===== config.mk =====
export PLATFORM = sky130hd
export DESIGN_NAME = axis_gearbox_2to1_split
export DESIGN_NICKNAME = d
export VERILOG_FILES = /design/src/rtl/gearbox_pkg.sv /design/src/rtl/axis_gearbox_2to1_split.sv
export SDC_FILE = /design/constraint.sdc
export NUM_CORES = 1
export LEC_CHECK = 0
export BUFFER_PORTS_ARGS = -buffer_cell sky130_fd_sc_hd__buf_2
export CAP_MARGIN = 0
export CORE_ASPECT_RATIO = 1.5
export CORE_MARGIN = 2
export CORE_UTILIZATION = 40
export DETAILED_ROUTE_END_ITERATION = 8
export MAX_ROUTING_LAYER = met4
export PLACE_DENSITY = 0.63
export SYNTH_ARGS = -nofsm -noshare
export SYNTH_HDL_FRONTEND = slang
export SYNTH_SLANG_ARGS = --single-unit
export TNS_END_PERCENT = 50

===== constraint.sdc =====
create_clock -name clk -period 3.77 [get_ports clk]
set_clock_uncertainty 0.1 [all_clocks]
set_input_delay 0.5655 -clock clk [delete_from_list [all_inputs] [get_ports clk]]
set_output_delay 0.5655 -clock clk [all_outputs]
set_load 0.02 [all_outputs]

===== src/rtl/gearbox_pkg.sv =====
// Shared types and helpers for the 2:1 AXI-Stream gearbox pair (split and merge).
//
// Contents:
//   split_state_t  - state encoding for the downsizing path
//   GB_MAX_W       - widest padded beat the helpers accept
//   half_sel()     - picks the first- or second-emitted half of a wide beat
package gearbox_pkg;

    typedef enum logic [1:0] {ST_EMPTY, ST_FIRST, ST_SECOND} split_state_t;

    // Helpers work on beats zero-padded to this width so one function serves every
    // parameterisation; callers must keep 2*OUT_WORDS*WORD_W at or below it.
    localparam int unsigned GB_MAX_W = 1024;

    // Returns the padded beat shifted so the selected half sits in the low half_w bits.
    // Little-endian order emits the lower half first; big-endian emits the upper half
    // first. Word order within a half is untouched.
    function automatic logic [GB_MAX_W-1:0] half_sel(
        input logic [GB_MAX_W-1:0] data,
        input int unsigned         half_w,
        input logic                big_endian,
        input logic                second
    );
        return (big_endian ^ second) ? (data >> half_w) : data;
    endfunction

endpackage


===== src/rtl/axis_gearbox_2to1_split.sv =====
// Single-clock AXI-Stream 2:1 downsizer. Each accepted input beat of 2*OUT_WORDS words is
// replayed as two output beats of OUT_WORDS words. A packet's final beat may carry only
// its first-emitted half (i_thalf with i_tlast), in which case the second half is dropped.
//
// Ports:
//   clk, rst_n          clock, asynchronous active-low reset
//   i_tdata/i_tlast/    wide input beat, end of packet, "only first half valid"
//   i_thalf/i_tvalid/
//   i_tready
//   o_tdata/o_tlast/    narrow output beat with AXI handshake
//   o_tvalid/o_tready
//   o_busy              a beat is held internally
module axis_gearbox_2to1_split
    import gearbox_pkg::*;
#(
    parameter int WORD_W     = 16,
    parameter int OUT_WORDS  = 1,
    parameter bit BIG_ENDIAN = 1'b0
) (
    input  logic                      clk,
    input  logic                      rst_n,
    input  logic [2*OUT_WORDS*WORD_W-1:0] i_tdata,
    input  logic                      i_tlast,
    input  logic                      i_thalf,
    input  logic                      i_tvalid,
    output logic                      i_tready,
    output logic [OUT_WORDS*WORD_W-1:0] o_tdata,
    output logic                      o_tlast,
    output logic                      o_tvalid,
    input  logic                      o_tready,
    output logic                      o_busy
);

    localparam int OUT_W = OUT_WORDS * WORD_W;
    localparam int IN_W  = 2 * OUT_W;

    split_state_t     state_q, state_d;
    logic [IN_W-1:0]  hold_data_q;
    logic             hold_last_q;
    logic             hold_half_q;
    logic             load;
    logic             sel_second;
    logic             tail_only;

    // Short tail: the held beat ends the packet after its first half.
    assign tail_only = hold_last_q & hold_half_q;

    always_comb begin
        state_d    = state_q;
        load       = 1'b0;
        i_tready   = 1'b0;
        o_tvalid   = 1'b0;
        o_tlast    = 1'b0;
        sel_second = 1'b0;
        case (state_q)
            ST_EMPTY: begin
                i_tready = 1'b1;
                if (i_tvalid) begin
                    load    = 1'b1;
                    state_d = ST_FIRST;
                end
            end
            ST_FIRST: begin
                o_tvalid = 1'b1;
                o_tlast  = tail_only;
                if (o_tready) begin
                    state_d = tail_only ? ST_EMPTY : ST_SECOND;
                end
            end
            ST_SECOND: begin
                o_tvalid   = 1'b1;
                o_tlast    = hold_last_q;
                sel_second = 1'b1;
                // Ready passes straight through so a new beat replaces the old one
                // on the same edge the last half leaves, with no idle cycle.
                i_tready   = o_tready;
                if (o_tready) begin
                    if (i_tvalid) begin
                        load    = 1'b1;
                        state_d = ST_FIRST;
                    end else begin
                        state_d = ST_EMPTY;
                    end
                end
            end
            default: state_d = ST_EMPTY;
        endcase
    end

    // Output comes only from the hold register, never from i_tdata; forced to zero
    // while idle so stale data is not left on the bus.
    always_comb begin
        o_tdata = '0;
        if (o_tvalid) begin
            o_tdata = OUT_W'(half_sel(GB_MAX_W'(hold_data_q), OUT_W, BIG_ENDIAN, sel_second));
        end
    end

    assign o_busy = (state_q != ST_EMPTY);

    always_ff @(posedge clk or negedge rst_n) begin
        if (!rst_n) begin
            state_q     <= ST_EMPTY;
            hold_data_q <= '0;
            hold_last_q <= 1'b0;
            hold_half_q <= 1'b0;
        end else begin
            state_q <= state_d;
            if (load) begin
                hold_data_q <= i_tdata;
                hold_last_q <= i_tlast;
                hold_half_q <= i_thalf;
            end
        end
    end

endmodule


==> run summary <==
The register share of total power is 33.9%. For the core box area, the log shows 4250 um2. Number of fill cells: 394.

The final net count was 237. The synthesized netlist contains 15 unique library cells. Dividing the detail-routed wire length by the instance count gives 14.5 um. For this design the ratio of total power to cell area is 947 nW/um2.

For the iteration count of the initial detailed-routing pass, the log shows 3. The signal on the critical path passes through inv_1 -> ha_1 -> buf_4 -> mux2i_1 -> nor2b_1 -> buf_2. The worst setup path is launched from a flop. After synthesis, the largest area contributor takes up 50.6% of total cell area.

Yosys attributes the largest share of cell area to dfrtp_1 51%, mux2_2 22%, mux2i_1 9.6%. Setup repair after global routing left no endpoint under its margin. Entering global routing, the biggest net connects 37 pins. The minimum setup slack among reg-to-reg paths was 1.20 ns; the combined area of all synthesized cells was 1780 um2. Share of the cycle needed by the critical path after routing: 77.2%. The number of routed nets with antenna violations came out at 0.

The endpoint identified for the worst register-to-register timing path is hold_data_q[6]$_DFFE_PN0P_. After synthesis, the share of flip-flops with an asynchronous set or reset is 100%. Clock-pin slew was measured on the worst setup and hold paths at 0.06 ns. The initialized floorplan defines 29 standard-cell rows.

The layout cell share with drive strength beyond 1 works out to 52.8%. Derived from the worst setup path, the maximum achievable clock frequency is 343 MHz. TritonCTS created 5 clock buffers.

The worst relative slew slack came out at 47.5%. The tools report the startpoint of the worst-slack reg-to-reg timing path as state_q[0]$_DFFE_PN0P_. Yosys printed 0 warnings.

The start point of the critical path is state_q[0]$_DFFE_PN0P_. The logs give 0 for the number of antenna violations at the first check in global routing and 2 for the maximum level of the CTS H-tree. The analysis attributes to cell leakage a power of 1.03 nW. The finished cells cover 2160 um2. In this run the mean area of a mapped cell was 13.4 um2. In this run, synthesis inferred 0 flip-flops with an integrated enable. Final total negative setup slack: 0 ns. For the worst setup path, the data arrival time is 2.25 ns. After synthesis, flip-flops and latches occupy 50.6% of the total area. In the final layout, flip-flops and latches occupy 901 um2. The routability-driven placement congestion ratio was 0.739. Most frequent cell after synthesis: dfrtp_1. The height of the chip works out to 85.7 um. Area of the die: 5020 um2. STA puts the critical path data required time at 3.10 ns.

STA classifies the critical path endpoint as an output port. The tightest min-delay check is of the input port to async pin type. The minimum clock period after layout came out at 2.91 ns. In the synthesized netlist the dominant register cell turns out to be dfrtp_1.

The biggest fanout along the worst timing path works out to 13. The final count of pins violating max slew was 0. Combinational logic is responsible for 54.2% of the overall power. The tree is rooted in a clkbuf_8.

TritonCTS built the clock tree. The flow ran to the end, and the final reports show no timing, DRC or antenna violations. For the worst flop-to-flop path, the logic depth is 6. Internal power comes to 1.24 mW. The worst supply voltage drop on vdd was 652 uV; the clock network latency to the later pin of the worst-skew pair was 0.27 ns. For this block, the routed nets add up to 3470 um of wire.

The count of endpoints failing hold in the final timing report was 0; the number of I/O port buffers was 57. The cell count along the critical path is 6. For this configuration, the core starts out at a cell density of 42.0%. The run gives 12.0% as the share of power burned in the clock network. In the routed design, unresolved DRC markers number 0. Detailed placement HPWL: 2650 um. The clock net in this run drives a total of 36 sinks. On the worst path, the slowest cell contributes a delay of 0.64 ns. During I/O placement, the number of pins put on the boundary was 58.

The run gives 36 as the DRC violation total after the first TritonRoute iteration. At the pin with the least slew margin, the transition time is 0.787 ns. Global routing used 16.1% of the available tracks.

Net switching is 39.6% of the power. The via density per instance was 4.99; the wire length of the first global-routing pass was 5980 um. In this run, post-CTS hold repair placed 0 buffers.

The run gives 0 as the antenna diode count. The critical path in this run is classified as flop to output port. The via count of the first global-routing pass is 1,369, and the total setup violations reported at the end of the flow is 0. Number of maximum-capacitance violations: 0. The number of buffers on the longest clock path was 2; the synthesized flop and latch total was 36. The cell family contributing the most delay on the critical path was adder cells.

The leading area contributor after synthesis was dfrtp_1. Relative to the synthesized area, the layout overhead comes to 21.4%. Sorting the synthesized cells by how often they occur yields 36 x dfrtp_1, 35 x mux2_2, 17 x mux2i_1.

The cell at the slowest stage of the critical path is ha_1. The reported net switching power came out at 0.811 mW. The width of the chip is 58.5 um. After clock tree synthesis, the setup repair step added 0 buffers. Leftover overflow at the end of global routing: 0. In this run the worst setup path terminates at o_tdata[7].

For this block, the via count after detailed routing is 1,192. The placed instances occupy a cell area of 2090 um2. In the synthesized netlist, the number of instances is 133. Together, buffers and inverters on the worst path number 3. The multi-input logic area is 812 um2, and the total nets after synthesis is 177. The run gives 0 as the post-cts sizing count.
final cells by class:
cell class / count / share of cell area [%]
Sequential cell: 36 / 41.6
Multi-Input combinational cell: 87 / 37.5
Timing Repair Buffer: 59 / 13.9
Clock buffer: 6 / 3.35
Tap cell: 46 / 2.66
Inverter: 4 / 0.694
Clock inverter: 1 / 0.231
layer usage:
layer  up-vias  wire (um)  GRT usage [%]
met4         0         49           6.13
met2        38       1860           28.0
met5         -          0              -
met3         6        187           3.32
li1        571          -              -
met1       577       1370           17.5
registers in the layout, indices dropped and copies added, names as in the netlist:
signal,count
hold_data_q,32
hold_half_q,1
hold_last_q,1
state_q,2
through the flow:
| stage | std cells | power [mW] | util, % | setup WS (ns) | hold WS (ns) |
|---|---|---|---|---|---|
| 2_1_floorplan | 133 | 1.54 | - | 1.59 | 0.170 |
| 3_3_place_gp | 232 | 1.78 | 49.1 | 1.23 | 0.389 |
| 3_5_place_dp | 232 | 1.83 | 49.1 | 1.12 | 0.394 |
| 4_1_cts | 239 | 2.09 | 51.0 | 0.806 | 0.289 |
| 5_1_grt | 239 | 2.21 | 51.0 | 0.663 | 0.327 |
| 6_report | 239 | 2.05 | 51.0 | 0.859 | 0.265 |
cell families (layout without fill, tap and decap cells):
| kind of cell | Yosys count | after routing | share of synthesized area (%) |
|---|---|---|---|
| AND/OR/NAND/NOR | 25 | 25 | 8.50 |
| buffers and inverters | 10 | 70 | 3.86 |
| multiplexers | 52 | 52 | 31.7 |
| adder cells (fa/ha/maj) | 6 | 6 | 4.21 |
| flip-flops | 36 | 36 | 50.6 |
| AO/OA/AOI/OAI | 4 | 4 | 1.19 |
how the worst min path moves through the flow:
stage               slack, ns  depth (start not counted)                     endpoint                         from
floorplan                0.17                          0   hold_data_q[0]$_DFFE_PN0P_                        rst_n
global placement         0.39                          1  hold_data_q[17]$_DFFE_PN0P_  hold_data_q[17]$_DFFE_PN0P_
detailed placement       0.39                          1  hold_data_q[14]$_DFFE_PN0P_  hold_data_q[14]$_DFFE_PN0P_
CTS                      0.29                          1  hold_data_q[26]$_DFFE_PN0P_                        rst_n
global route             0.33                          1  hold_data_q[18]$_DFFE_PN0P_                        rst_n
finish                   0.27                          1  hold_data_q[26]$_DFFE_PN0P_                        rst_n
cell usage in the layout (no fill, tap or decap), drive strengths merged:
master  count
clkbuf      6
nand2       3
mux2i      17
dfrtp      36
clkinv      1
nor3b       1
o22ai       1
nor2b      16
nor2        5
buf        59
mux2       35
inv         4
a21oi       3
ha          6
power groups by stage:
stage          combinational (mW)  clock, mW  sequential (mW)
2_1_floorplan               0.869          0            0.667
3_3_place_gp                 1.09          0            0.690
3_5_place_dp                 1.13          0            0.705
4_1_cts                      1.13      0.258            0.698
5_1_grt                      1.21      0.275            0.726
6_report                     1.11      0.245            0.694
Note: power is estimated with default switching activity, not from simulation.
